===== src/rtl/video_timing_gen_if.sv =====
// Video timing generator signal bundle.
// The master side is the timing generator: it takes the run enable and the
// pixel returned by the frame source, and drives the read request plus the
// timed video outputs. The slave side is whatever sits around the generator
// (frame source and video sink).
interface video_timing_gen_if;
  logic       ien;
  logic       ord;
  logic [7:0] idata;
  logic [7:0] odata;
  logic       ovs;
  logic       ohs;
  logic       ode;
  logic       ofs;

  modport master (
    input  ien,
    input  idata,
    output ord,
    output odata,
    output ovs,
    output ohs,
    output ode,
    output ofs
  );

  modport slave (
    output ien,
    output idata,
    input  ord,
    input  odata,
    input  ovs,
    input  ohs,
    input  ode,
    input  ofs
  );
endinterface


===== src/rtl/video_timing_gen.sv =====
// Video timing generator.
// A horizontal/vertical counter pair walks the frame (phase order within a
// line and within a frame: active, front porch, sync, back porch). The raw
// active flag is registered as the pixel read request ord; the frame source
// answers one clock later, and that answer is registered together with the
// delayed data enable, syncs and frame-start pulse, so every output on the
// video side lines up with ode.
// Optional feature: define VIDEO_TIMING_GEN_TEST_PATTERN_EN to replace the
// source pixel with (hcnt + vcnt) mod 256 of the pixel being shown; ord still
// toggles so the frame source sees the same request stream either way.
module video_timing_gen #(
  parameter int H_ACTIVE = 640,
  parameter int H_FP     = 16,
  parameter int H_SYNC   = 96,
  parameter int H_BP     = 48,
  parameter int V_ACTIVE = 480,
  parameter int V_FP     = 10,
  parameter int V_SYNC   = 2,
  parameter int V_BP     = 33,
  parameter int POLARITY = 1
) (
  input  logic                iclk,
  input  logic                irst_n,
  video_timing_gen_if.master  vid
);

  // Frame geometry
  localparam int H_TOTAL = H_ACTIVE + H_FP + H_SYNC + H_BP;
  localparam int V_TOTAL = V_ACTIVE + V_FP + V_SYNC + V_BP;

  localparam int HW = (H_TOTAL > 1) ? $clog2(H_TOTAL) : 1;
  localparam int VW = (V_TOTAL > 1) ? $clog2(V_TOTAL) : 1;

  localparam logic [HW-1:0] H_LAST = HW'(H_TOTAL - 1);
  localparam logic [VW-1:0] V_LAST = VW'(V_TOTAL - 1);

  // Sync windows are half-open: [start, end)
  localparam int HS_START = H_ACTIVE + H_FP;
  localparam int HS_END   = H_ACTIVE + H_FP + H_SYNC;
  localparam int VS_START = V_ACTIVE + V_FP;
  localparam int VS_END   = V_ACTIVE + V_FP + V_SYNC;

  // Output levels of the sync pins
  localparam logic SYNC_ON  = (POLARITY != 0);
  localparam logic SYNC_OFF = ~SYNC_ON;

  // Counters
  logic [HW-1:0] hcnt_reg;
  logic [VW-1:0] vcnt_reg;

  // Raw timing decoded from the counters
  logic active_raw;
  logic hsync_raw;
  logic vsync_raw;
  logic fstart_raw;

  // Stage 1: aligned with ord
  logic ord_reg;
  logic hs1_reg;
  logic vs1_reg;
  logic fs1_reg;

  // Stage 2: aligned with ode
  logic       ode_reg;
  logic       ohs_reg;
  logic       ovs_reg;
  logic       ofs_reg;
  logic [7:0] odata_reg;
  logic [7:0] pixel_next;

`ifdef VIDEO_TIMING_GEN_TEST_PATTERN_EN
  // Counter values carried alongside ord so the pattern matches ode
  logic [HW-1:0] hcnt_d_reg;
  logic [VW-1:0] vcnt_d_reg;
`endif

  // Pixel/line counters: free-run while enabled, parked at the origin when not
  always_ff @(posedge iclk or negedge irst_n) begin
    if (!irst_n) begin
      hcnt_reg <= '0;
      vcnt_reg <= '0;
    end else if (!vid.ien) begin
      hcnt_reg <= '0;
      vcnt_reg <= '0;
    end else if (hcnt_reg == H_LAST) begin
      hcnt_reg <= '0;
      if (vcnt_reg == V_LAST) begin
        vcnt_reg <= '0;
      end else begin
        vcnt_reg <= vcnt_reg + VW'(1);
      end
    end else begin
      hcnt_reg <= hcnt_reg + HW'(1);
    end
  end

  // Decode the current counter position into raw timing flags
  always_comb begin
    active_raw = (32'(hcnt_reg) < H_ACTIVE) && (32'(vcnt_reg) < V_ACTIVE);
    hsync_raw  = (32'(hcnt_reg) >= HS_START) && (32'(hcnt_reg) < HS_END);
    vsync_raw  = (32'(vcnt_reg) >= VS_START) && (32'(vcnt_reg) < VS_END);
    fstart_raw = (hcnt_reg == '0) && (vcnt_reg == '0);
  end

  // Stage 1: issue the read request and hold timing flags next to it;
  // dropping ien clears this stage on the very next edge
  always_ff @(posedge iclk or negedge irst_n) begin
    if (!irst_n) begin
      ord_reg <= 1'b0;
      hs1_reg <= 1'b0;
      vs1_reg <= 1'b0;
      fs1_reg <= 1'b0;
    end else if (!vid.ien) begin
      ord_reg <= 1'b0;
      hs1_reg <= 1'b0;
      vs1_reg <= 1'b0;
      fs1_reg <= 1'b0;
    end else begin
      ord_reg <= active_raw;
      hs1_reg <= hsync_raw;
      vs1_reg <= vsync_raw;
      fs1_reg <= fstart_raw;
    end
  end

`ifdef VIDEO_TIMING_GEN_TEST_PATTERN_EN
  // Carry the counter position of the requested pixel into stage 1
  always_ff @(posedge iclk or negedge irst_n) begin
    if (!irst_n) begin
      hcnt_d_reg <= '0;
      vcnt_d_reg <= '0;
    end else if (!vid.ien) begin
      hcnt_d_reg <= '0;
      vcnt_d_reg <= '0;
    end else begin
      hcnt_d_reg <= hcnt_reg;
      vcnt_d_reg <= vcnt_reg;
    end
  end

  // Pixel value comes from the counters rather than the frame source
  always_comb begin
    pixel_next = 8'(32'(hcnt_d_reg) + 32'(vcnt_d_reg));
  end
`else
  // Pixel value is whatever the frame source returned for the request
  always_comb begin
    pixel_next = vid.idata;
  end
`endif

  // Stage 2: video outputs; this stage always follows stage 1 so one
  // in-flight pixel drains after ien drops, then everything sits idle
  always_ff @(posedge iclk or negedge irst_n) begin
    if (!irst_n) begin
      ode_reg   <= 1'b0;
      ohs_reg   <= SYNC_OFF;
      ovs_reg   <= SYNC_OFF;
      ofs_reg   <= 1'b0;
      odata_reg <= 8'h00;
    end else begin
      ode_reg   <= ord_reg;
      ohs_reg   <= hs1_reg ? SYNC_ON : SYNC_OFF;
      ovs_reg   <= vs1_reg ? SYNC_ON : SYNC_OFF;
      ofs_reg   <= fs1_reg;
      odata_reg <= ord_reg ? pixel_next : 8'h00;
    end
  end

  assign vid.ord   = ord_reg;
  assign vid.ode   = ode_reg;
  assign vid.ohs   = ohs_reg;
  assign vid.ovs   = ovs_reg;
  assign vid.ofs   = ofs_reg;
  assign vid.odata = odata_reg;

endmodule

===== src/flat_wrapper.sv =====
// flat-port wrapper written by rule: the top's interface ports become plain ports
module video_timing_gen_flat 
#(
  parameter int H_ACTIVE = 640,
  parameter int H_FP     = 16,
  parameter int H_SYNC   = 96,
  parameter int H_BP     = 48,
  parameter int V_ACTIVE = 480,
  parameter int V_FP     = 10,
  parameter int V_SYNC   = 2,
  parameter int V_BP     = 33,
  parameter int POLARITY = 1
)
  (iclk, irst_n, vid_ien, vid_idata, vid_ord, vid_odata, vid_ovs, vid_ohs, vid_ode, vid_ofs);
  video_timing_gen_if vid_i ();
  input  logic iclk;
  input  logic irst_n;
  input wire logic [$bits(vid_i.ien)-1:0] vid_ien;
  input wire logic [$bits(vid_i.idata)-1:0] vid_idata;
  output wire logic [$bits(vid_i.ord)-1:0] vid_ord;
  output wire logic [$bits(vid_i.odata)-1:0] vid_odata;
  output wire logic [$bits(vid_i.ovs)-1:0] vid_ovs;
  output wire logic [$bits(vid_i.ohs)-1:0] vid_ohs;
  output wire logic [$bits(vid_i.ode)-1:0] vid_ode;
  output wire logic [$bits(vid_i.ofs)-1:0] vid_ofs;
  assign vid_i.ien = vid_ien;
  assign vid_i.idata = vid_idata;
  assign vid_ord = vid_i.ord;
  assign vid_odata = vid_i.odata;
  assign vid_ovs = vid_i.ovs;
  assign vid_ohs = vid_i.ohs;
  assign vid_ode = vid_i.ode;
  assign vid_ofs = vid_i.ofs;
  video_timing_gen #(.H_ACTIVE(H_ACTIVE), .H_FP(H_FP), .H_SYNC(H_SYNC), .H_BP(H_BP), .V_ACTIVE(V_ACTIVE), .V_FP(V_FP), .V_SYNC(V_SYNC), .V_BP(V_BP), .POLARITY(POLARITY)) u_core (.iclk(iclk), .irst_n(irst_n), .vid(vid_i));
endmodule

===== config.mk =====
export PLATFORM = sky130hd
export DESIGN_NAME = video_timing_gen_flat
export DESIGN_NICKNAME = d
export VERILOG_FILES = /design/src/rtl/video_timing_gen_if.sv /design/src/rtl/video_timing_gen.sv /design/src/flat_wrapper.sv
export SDC_FILE = /design/constraint.sdc
export NUM_CORES = 1
export LEC_CHECK = 0
export CORE_UTILIZATION = 43
export CTS_BUF_LIST = sky130_fd_sc_hd__clkbuf_8
export DETAILED_ROUTE_END_ITERATION = 10
export PLACE_DENSITY = 0.65
export SKIP_LAST_GASP = 1
export SYNTH_ARGS = -nofsm -noshare
export SYNTH_HDL_FRONTEND = slang
export SYNTH_SLANG_ARGS = --single-unit

===== constraint.sdc =====
create_clock -name iclk -period 4.7 [get_ports iclk]
set_input_delay 0.94 -clock iclk [delete_from_list [all_inputs] [get_ports iclk]]
set_output_delay 0.94 -clock iclk [all_outputs]
set_load 0.005 [all_outputs]

==> results.txt, run 1 <==
Nets: 198
Fill cells: 329
Mean Syn Cell Area: 10.8 µm²
Met1 usage in global routing: 0.219
Static leakage: 0.852 nW
Core footprint: 3720 µm²
Layout cells sized above 1: 0.136
RePlAce Congestion: 0.839
F_max: 453 MHz
First-pass GRT wire length: 5.34 mm
CTS tree: yes
Initial antenna violation count: 0
Xor and xnor fraction of the mapped netlist area: 0.0414
GRT Total Usage: 0.170
Cts bufs inserted: 5
DP Worst Slack: 2210 ps
DR iter-0 viols: 50
Final WL: 3.06 mm
Post-Syn Nets: 172
Floorplan row count: 22
Die Y: 64.7 µm
I/O Buffers: 23
Hold Path Class: reg -> reg
CTS H-tree depth: 2
Count of final setup violators: 0
Top cell type's share of synthesized area: 0.532
Routed wire per std cell: 13.2 µm
Critical Path AT: 2400 ps
Clock Pin Slew Worst Setup and Hold Paths: 70 ps
Post_cts resized: 0
GRT overflow: 0
Non-Filler Instances: 232
Die W: 64.7 µm
Clk_skew: 5.89 ps
Ports: 24
Layout area overhead: 20.0%
Max-cap violations: 0
Async SR Flop Fraction: 1.00
Synth Area in Simple Gates: 0.244
Synth warn: 0
Hold Buf Count CTS: 0
PnR worst setup slack: 2490 ps
Synth Area in Compound Gates: 0.0924
Final Cycle Share: 0.470
Met3 usage: 0.0669
ANT nets after route: 0
Multiplexer area fraction after synthesis: 0.0133
Post-synthesis adder-cell area fraction: 0.0296
Unrepaired setup endpoints after global routing: false
Min-delay src: u_core.vs1_reg$_DFF_PN0_
Count of state elements after synthesis: 36
Least-Margin Pin Slew: 474 ps
Root Buffer: clkbuf_8
Slew Limit Fails: 0
Setup bufs post-CTS: 0
Most used DFF post-synth: dfrtp_1
Largest net degree at the start of global routing: 37
Hpwl dp: 2.16 mm
Final Core Density: 0.547
Crit-path max FO: 13
Via density: 5.28
Met2 Use GR: 0.255
Inserted Diodes: 0
CP endpoint kind: register
Post-DP Area: 1940 µm²
CP Class: in -> reg
Design Area, Final: 2030 µm²
CP required: 4890 ps
Final Hold Viols: 0
Worst setup SP type: input port
Skew-Pair Late Insertion Delay: 280 ps
Final setup TNS: 0 ps
DRT Pass-1 Iters: 4
Power Density: 296 nW/µm²
DRC: 0
Synth area leaders: dfrtp_1 53%, and2_1 3.3%, nor2_1 3.1%
Post-synthesis cell area: 1690 µm²
IR drop worst, VDD: 0.000217 V
RR Startpoint: u_core.hcnt_reg[0]$_DFF_PN0_
Vias post-DR: 1226
Minimum clock period: 2210 ps
Yosys cell types: 40
Status: completed
Layer with the highest usage: met2
Main combinational cell family by area after synthesis: simple AND/OR/NAND/NOR gates
Number of enable flip-flop cells after synthesis: 0
Vias in the first global route: 1195
Starting Density: 0.456
Yosys top cell by area: dfrtp_1
Placed insts: 224
Sequential fraction of the synthesis area: 0.532
CTS Buffer Depth: 2
CP Launch Point: vid_ien
Max transition margin: 0.683
Die Footprint: 4190 µm²
Synthesized instance count: 157
Clk sink count: 36
[cells in the mapped netlist (all sizes together), types with 2 or more instances]
cell type	number
dfrtp	36
nor2	14
nand2	11
and2	9
inv	9
nor3	9
nand3	7
nand4	6
o21ai	6
nor4	5
xnor2	5
buf	4
ha	4
o31ai	4
nor4b	3
xor2	3
a31o	2
and3	2
mux2	2
or2	2
[area by class of cell]
| type | instances | area, µm² | area share |
|---|---|---|---|
| clock buffers | 5 | 68.8 | 0.0339 |
| well taps | 48 | 60.1 | 0.0296 |
| inverters | 9 | 33.8 | 0.0166 |
| multi-input cells | 107 | 712 | 0.350 |
| repair buffers | 24 | 238 | 0.117 |
| flip-flops and latches | 36 | 901 | 0.443 |
| clock inverters | 3 | 18.8 | 0.00924 |
[kinds of logic (layout without fill, tap and decap cells)]
logic type,after synthesis,after routing
adders and majority gates,4,4
and+or+nand+nor,72,72
xor gates and xnor gates,8,8
muxes,2,2
DFF,36,36
buffers and inverters,14,41
AOI/OAI and AO/OA,21,21
[cell usage in the layout, fill, tap and decap left out, types with 3 or more instances in the layout]
master	count
dfrtp_1	36
clkdlybuf4s50_1	23
nor2_1	14
nand2_1	11
inv_1	9
nor3_1	9
and2_1	9
nand4_1	6
nand3_1	6
o21ai_0	6
xnor2_1	5
nor4_1	5
clkbuf_8	5
ha_1	4
xor2_1	3
[report_power, final]
group	leakage [nW]	total, mW	switching, mW	internal, mW
sequential	0.484	0.335	0.0125	0.322
clock	0.0479	0.206	0.103	0.103
combinational	0.320	0.0599	0.0274	0.0325
total	0.852	0.601	0.143	0.458
[through the flow]
step / hold WS (ps) / power (mW)
floorplan: 331 / 0.368
global placement: 332 / 0.400
detailed placement: 336 / 0.402
CTS: 357 / 0.614
global route: 367 / 0.636
finish: 354 / 0.601
[layer usage]
metal	vias up	routed length, µm
met4	0	38
met3	4	191
met2	37	1350
met1	576	1480
li1	609	-
met5	-	0
[worst paths after layout]
path	cells after the start	endpoint	slack, ps
max	5	u_core.vcnt_reg[3]$_DFFE_PN0P_	2490
min	0	u_core.vid.ovs$_DFF_PN0_	350
max reg2reg	5	u_core.vcnt_reg[3]$_DFFE_PN0P_	2860
min reg2reg	0	u_core.vid.ovs$_DFF_PN0_	350
max in group asynchronous	2	u_core.vcnt_reg[7]$_DFFE_PN0P_	3310
min in group asynchronous	2	u_core.vid.odata[5]$_DFF_PN0_	1080
[critical path, stage by stage]
cell and delay [ps]:
clkdlybuf4s50_1 510, inv_1 120, a31o_2 320, or2_4 280, o31ai_2 220
(Power assumes the default switching activity.)
==> run 2, diff against run 1 <==
--- a/config.mk
+++ b/config.mk
@@ -8,7 +8,7 @@
 export CORE_UTILIZATION = 43
 export CTS_BUF_LIST = sky130_fd_sc_hd__clkbuf_8
 export DETAILED_ROUTE_END_ITERATION = 10
-export PLACE_DENSITY = 0.65
+export PLACE_DENSITY = 0.68
 export SKIP_LAST_GASP = 1
 export SYNTH_ARGS = -nofsm -noshare
 export SYNTH_HDL_FRONTEND = slang
==> constraint.sdc (replaced) <==
create_clock -name iclk -period 1.9 [get_ports iclk]
set_input_delay 0.38 -clock iclk [delete_from_list [all_inputs] [get_ports iclk]]
set_output_delay 0.38 -clock iclk [all_outputs]
set_load 0.005 [all_outputs]
==> run 2 against run 1 <==
  * Clock-buffer cell count did not move
  * Worst setup slack got worse by 2400 ps
  * Via count rose by 3.8%
  * Cell area rose by 3.8%
  * Register-to-register slack got worse by 2700 ps
  * Global-route usage rose by 0.91 points
==> results.txt, run 2 (synthesis results as in run 1) <==
Status: completed (unchanged)
Final Hold Viols: 0 (unchanged)
Die Footprint: 4190 µm² (unchanged)
Routed wire per std cell: 13.7 µm (was 13.2 µm)
Crit-path max FO: 8 (was 13)
DR iter-0 viols: 48 (was 50)
Floorplan row count: 22 (unchanged)
Sequential share of power: 0.505 (was 0.557)
CTS H-tree depth: 2 (unchanged)
DRT Pass-1 Iters: 4 (unchanged)
Psw: 0.370 mW (was 0.143 mW)
Min-delay src: u_core.fs1_reg$_DFF_PN0_ (was u_core.vs1_reg$_DFF_PN0_)
I/O Buffers: 23 (unchanged)
Power Density: 778 nW/µm² (was 296 nW/µm²)
Root Buffer: clkbuf_8 (unchanged)
Power Internal: 1.27 mW (was 0.458 mW)
Worst path bufs/invs: 2 (unchanged)
DP Worst Slack: 88.5 ps (was 2210 ps)
GRT Total Usage: 0.179 (was 0.170)
Static leakage: 0.894 nW (was 0.852 nW)
Final Core Density: 0.567 (was 0.547)
Critical Path AT: 1950 ps (was 2400 ps)
Hold Buf Count CTS: 0 (unchanged)
CP Launch Point: u_core.vcnt_reg[1]$_DFFE_PN0P_ (was vid_ien)
Clk sink count: 36 (unchanged)
Inserted Diodes: 0 (unchanged)
Nets: 205 (was 198)
Minimum clock period: 1780 ps
Via density: 5.32 (was 5.28)
Ports: 24 (unchanged)
Layout cells sized above 1: 0.168 (was 0.136)
RR Startpoint: u_core.vcnt_reg[1]$_DFFE_PN0P_ (was u_core.hcnt_reg[0]$_DFF_PN0_)
Post_cts resized: 0 (unchanged)
Clock Pin Slew Worst Setup and Hold Paths: 80 ps (was 70 ps)
Largest net degree at the start of global routing: 37 (unchanged)
DRC: 0 (unchanged)
Die Y: 64.7 µm (unchanged)
Slowest-stage cell, CP: dfrtp_1 (was clkdlybuf4s50_1)
Slowest stage delay, CP: 380 ps (was 510 ps)
RePlAce Congestion: 0.802 (was 0.839)
Initial antenna violation count: 0 (unchanged)
Core footprint: 3720 µm² (unchanged)
Hpwl dp: 2.31 mm (was 2.16 mm)
Combinational share of power: 0.095 (was 0.100)
Clock share of power: 0.400 (was 0.343)
ANT nets after route: 0 (unchanged)
Slew Limit Fails: 0 (unchanged)
Die W: 64.7 µm (unchanged)
CP endpoint kind: register (unchanged)
Crit-path leading delay family: compound AO/OA/AOI/OAI gates (was buffers and inverters)
Final Cycle Share: 0.937
Cts bufs inserted: 5 (unchanged)
Max-cap violations: 0 (unchanged)
Crit-path cells: inv_1 -> ha_1 -> nor4b_2 -> a31o_2 -> buf_4 -> o21ai_0 -> a22o_1 (was clkdlybuf4s50_1 -> inv_1 -> a31o_2 -> or2_4 -> o31ai_2)
CP Class: reg -> reg (was in -> reg)
Starting Density: 0.456 (unchanged)
Final WL: 3.29 mm (was 3.06 mm)
Unrepaired setup endpoints after global routing: false (unchanged)
Vias post-DR: 1272 (was 1226)
CTS Buffer Depth: 2 (unchanged)
Most frequent cells in the layout: 36 x dfrtp_1, 23 x clkdlybuf4s50_1, 14 x nor2_1 (unchanged)
GRT overflow: 0 (unchanged)
Fill cells: 316 (was 329)
Sw frac: 0.225 (was 0.238)
Hold Path Class: reg -> reg (unchanged)
PnR worst setup slack: 119 ps (was 2490 ps)
First-pass GRT wire length: 5.56 mm (was 5.34 mm)
F_max: 561 MHz
Layout area overhead: 24.5% (was 20.0%)
Vias in the first global route: 1269 (was 1195)
Hold slack: 355 ps (was 354 ps)
CP required: 2070 ps (was 4890 ps)
Overall Power: 1.64 mW (was 0.601 mW)
Skew-Pair Late Insertion Delay: 280 ps (about the same)
Worst setup SP type: register (was input port)
Final setup TNS: 0 ps (unchanged)
Setup bufs post-CTS: 0 (unchanged)
Most common cell after layout, fill and taps aside: dfrtp_1 (unchanged)
Least-Margin Pin Slew: 447 ps (was 474 ps)
IR drop worst, VDD: 0.000364 V (was 0.000217 V)
Clk_skew: 13.6 ps (was 5.89 ps)
CTS tree: yes (unchanged)
Max transition margin: 0.702 (was 0.683)
Count of final setup violators: 0 (unchanged)
run 2: cell count changes in the layout (fill, tap and decap cells not counted):
cell,change
buf_4,+7
bufinv_16,+1
clkinv_2,-1
clkinv_4,-1
clkinvlp_4,+1
run 2: per-stage QoR:
stage | cell area, µm² | std cells
after global placement | 2000 | 231
after CTS | 2110 | 239
after global routing | 2110 | 239
after detailed placement | 2000 | 231
final | 2110 | 239
after floorplan | 1690 | 157
run 2: path summary, 6_finish.rpt:
check / end / slack (ps) / cells after the start
max in group asynchronous: u_core.vid.ovs$_DFF_PN0_ / 1060 / 2
hold / removal: u_core.vid.ofs$_DFF_PN0_ / 350 / 0
setup reg to reg: u_core.vcnt_reg[6]$_DFFE_PN0P_ / 120 / 7
min in group asynchronous: u_core.vid.odata[0]$_DFF_PN0_ / 510 / 2
setup / recovery: u_core.vcnt_reg[6]$_DFFE_PN0P_ / 120 / 7
hold reg to reg: u_core.vid.ofs$_DFF_PN0_ / 350 / 0
run 2: cell type report:
cell class,count,area [µm²],area share
inverter,9,33.8,0.0160
timing repair buffer,31,290,0.138
sequential,36,901,0.427
multi-input combinational,107,712,0.338
tap,48,60.1,0.0285
clock inverter,3,42.5,0.0202
clock buffer,5,68.8,0.0326
run 2: layer usage:
metal  vias to the layer above  global-route usage  routed length (µm)
met5                         -                   0                   0
met4                         0               0.100                  73
met3                         6              0.0475                 140
met1                       611               0.220                1570
li1                        619                   -                   -
met2                        36               0.283                1510
run 2: power by group through the flow:
| stage | Clock (mW) | Sequential, mW | Combinational, mW |
|---|---|---|---|
| 2_1_floorplan | 0 | 0.838 | 0.0715 |
| 3_3_place_gp | 0 | 0.841 | 0.153 |
| 3_5_place_dp | 0 | 0.844 | 0.155 |
| 4_1_cts | 0.675 | 0.828 | 0.158 |
| 5_1_grt | 0.705 | 0.833 | 0.172 |
| 6_report | 0.656 | 0.829 | 0.155 |
==> run 3, diff against run 2 <==
--- a/config.mk
+++ b/config.mk
@@ -5,10 +5,11 @@
 export SDC_FILE = /design/constraint.sdc
 export NUM_CORES = 1
 export LEC_CHECK = 0
-export CORE_UTILIZATION = 43
+export CORE_MARGIN = 1
+export CORE_UTILIZATION = 50
 export CTS_BUF_LIST = sky130_fd_sc_hd__clkbuf_8
 export DETAILED_ROUTE_END_ITERATION = 10
-export PLACE_DENSITY = 0.68
+export PLACE_DENSITY = 0.77
 export SKIP_LAST_GASP = 1
 export SYNTH_ARGS = -nofsm -noshare
 export SYNTH_HDL_FRONTEND = slang
==> run 3 against run 2 <==
  * Flip-flop and latch count unchanged
  * Global-route usage up 3.4 points
  * Core utilization up 10 points
  * Hold slack about the same
  * Critical path depth down 2
  * Via count up 0.47%
  * Sequential share of layout area up 0.41 points
  * Critical endpoint is now u_core.vcnt_reg[9]$_DFFE_PN0P_
  * Largest cell class unchanged
==> results.txt, run 3 (synthesis results as in run 1) <==
Status: completed (unchanged)
Core footprint: 3130 µm² (was 3720 µm²)
Final setup TNS: 0 ps (unchanged)
F_max: 549 MHz (was 561 MHz)
Inserted Diodes: 0 (unchanged)
Hold Path Class: reg -> reg (unchanged)
CTS tree: yes (unchanged)
Clk_skew: 8.67 ps (was 13.6 ps)
Initial antenna violation count: 0 (unchanged)
Skew-Pair Late Insertion Delay: 290 ps (was 280 ps)
Max-cap violations: 0 (unchanged)
RR Startpoint: u_core.hcnt_reg[0]$_DFF_PN0_ (was u_core.vcnt_reg[1]$_DFFE_PN0P_)
Via density: 5.48 (was 5.32)
Crit-path cells: ha_1 -> and4_2 -> a31o_2 -> o31ai_1 -> mux2_2 (was inv_1 -> ha_1 -> nor4b_2 -> a31o_2 -> buf_4 -> o21ai_0 -> a22o_1)
Clock Pin Slew Worst Setup and Hold Paths: 70 ps (was 80 ps)
Fill cells: 231 (was 316)
Hold Buf Count CTS: 0 (unchanged)
Static leakage: 0.884 nW (was 0.894 nW)
Layout area overhead: 23.4% (was 24.5%)
CTS Buffer Depth: 2 (unchanged)
Power Density: 784 nW/µm² (was 778 nW/µm²)
Slowest-stage cell, CP: dfrtp_1 (unchanged)
Critical Path AT: 2000 ps (was 1950 ps)
Starting Density: 0.541 (was 0.456)
Post_cts resized: 0 (unchanged)
Floorplan row count: 20 (was 22)
RePlAce Congestion: 0.853 (was 0.802)
Final Cycle Share: 0.958 (was 0.937)
CP required: 2080 ps (was 2070 ps)
Worst setup endpoint: u_core.vcnt_reg[9]$_DFFE_PN0P_ (was u_core.vcnt_reg[6]$_DFFE_PN0P_)
GRT Total Usage: 0.213 (was 0.179)
Slew Limit Fails: 0 (unchanged)
GRT overflow: 0 (unchanged)
Most frequent cells in the layout: 36 x dfrtp_1, 23 x clkdlybuf4s50_1, 14 x nor2_1 (unchanged)
IR drop worst, VDD: 0.000582 V (was 0.000364 V)
Ports: 24 (unchanged)
Final WL: 3.32 mm (was 3.29 mm)
Die Footprint: 3620 µm² (was 4190 µm²)
Final Core Density: 0.668 (was 0.567)
First-pass GRT wire length: 5.51 mm (was 5.56 mm)
CP Launch Point: u_core.hcnt_reg[0]$_DFF_PN0_ (was u_core.vcnt_reg[1]$_DFFE_PN0P_)
Final Hold Viols: 0 (unchanged)
Root Buffer: clkbuf_8 (unchanged)
Die W: 60.2 µm (was 64.7 µm)
Count of final setup violators: 0 (unchanged)
Clk sink count: 36 (unchanged)
CTS H-tree depth: 2 (unchanged)
RR Endpoint: u_core.vcnt_reg[9]$_DFFE_PN0P_ (was u_core.vcnt_reg[6]$_DFFE_PN0P_)
Unrepaired setup endpoints after global routing: false (unchanged)
Setup bufs post-CTS: 0 (unchanged)
DR iter-0 viols: 81 (was 48)
Max transition margin: 0.714 (was 0.702)
Die Y: 60.2 µm (was 64.7 µm)
Vias post-DR: 1278 (was 1272)
Least-Margin Pin Slew: 429 ps (was 447 ps)
DRT Pass-1 Iters: 4 (unchanged)
Routed wire per std cell: 14.3 µm (was 13.7 µm)
Minimum clock period: 1820 ps (was 1780 ps)
CP endpoint kind: register (unchanged)
Reg2Reg Setup Slack: 80 ps (was 120 ps)
Cts bufs inserted: 5 (unchanged)
Worst setup SP type: register (unchanged)
ANT nets after route: 0 (unchanged)
Overall Power: 1.64 mW (about the same)
CP Class: reg -> reg (unchanged)
I/O Buffers: 23 (unchanged)
R2R depth: 5 (was 7)
Largest net degree at the start of global routing: 37 (unchanged)
Hpwl dp: 2.34 mm (was 2.31 mm)
Crit-path max FO: 13 (was 8)
Slowest stage delay, CP: 410 ps (was 380 ps)
Layout cells sized above 1: 0.159 (was 0.168)
Most common cell after layout, fill and taps aside: dfrtp_1 (unchanged)
DRC: 0 (unchanged)
Vias in the first global route: 1216 (was 1269)
Nets: 203 (was 205)
==> run 3: changes by cell type in the layout (fill, tap and decap cells not counted), sizes merged <==
cell | previous run | this run
buf | 8 | 6
==> run 3: critical path, delay by kind of cell (launching register included) <==
kind	cells	cell delay, ps
AOI/OAI and AO/OA	2	490
DFF	1	410
and+or+nand+nor	1	300
muxes	1	280
adders and majority gates	1	220
==> run 3: final cells by class <==
type	count	area [µm²]	area share
Multi-Input combinational cell	107	712	0.341
Inverter	9	33.8	0.0162
Sequential cell	36	901	0.431
Timing Repair Buffer	29	275	0.132
Clock inverter	3	42.5	0.0204
Clock buffer	5	68.8	0.0330
Tap cell	44	55.1	0.0264
==> run 3: how the worst min path moves through the flow <==
stage	start	slack (ps)	end	cells after the start
finish	u_core.vs1_reg$_DFF_PN0_	360	u_core.vid.ovs$_DFF_PN0_	0
global route	u_core.hs1_reg$_DFF_PN0_	370	u_core.vid.ohs$_DFF_PN0_	0
CTS	u_core.vs1_reg$_DFF_PN0_	360	u_core.vid.ovs$_DFF_PN0_	0
detailed placement	u_core.hs1_reg$_DFF_PN0_	340	u_core.vid.ohs$_DFF_PN0_	0
global placement	u_core.vs1_reg$_DFF_PN0_	330	u_core.vid.ovs$_DFF_PN0_	0
floorplan	irst_n	80	u_core.fs1_reg$_DFF_PN0_	0
==> run 3: power by group <==
part	total [mW]	internal [mW]	switching [mW]
registers	0.829	0.798	0.0315
clock network	0.655	0.388	0.267
logic	0.153	0.0843	0.0685
==> run 3: per-stage QoR <==
stage	cells	setup WS, ps	hold slack (ps)	cell area [µm²]
6_report	233	79.5	355	2090
5_1_grt	233	3.99	366	2090
4_1_cts	233	86.9	359	2090
3_5_place_dp	225	43.9	337	1980
3_3_place_gp	225	79.6	333	1980
2_1_floorplan	157	270	84.4	1690
==> run 3: routing by layer <==
| layer | part of all wire | GRT usage | vias to the layer above |
|---|---|---|---|
| met2 | 0.47 | 0.341 | 46 |
| met3 | 0.065 | 0.0628 | 7 |
| met1 | 0.44 | 0.262 | 614 |
| met5 | 0 | 0 | - |
| li1 | - | - | 611 |
| met4 | 0.020 | 0.0997 | 0 |
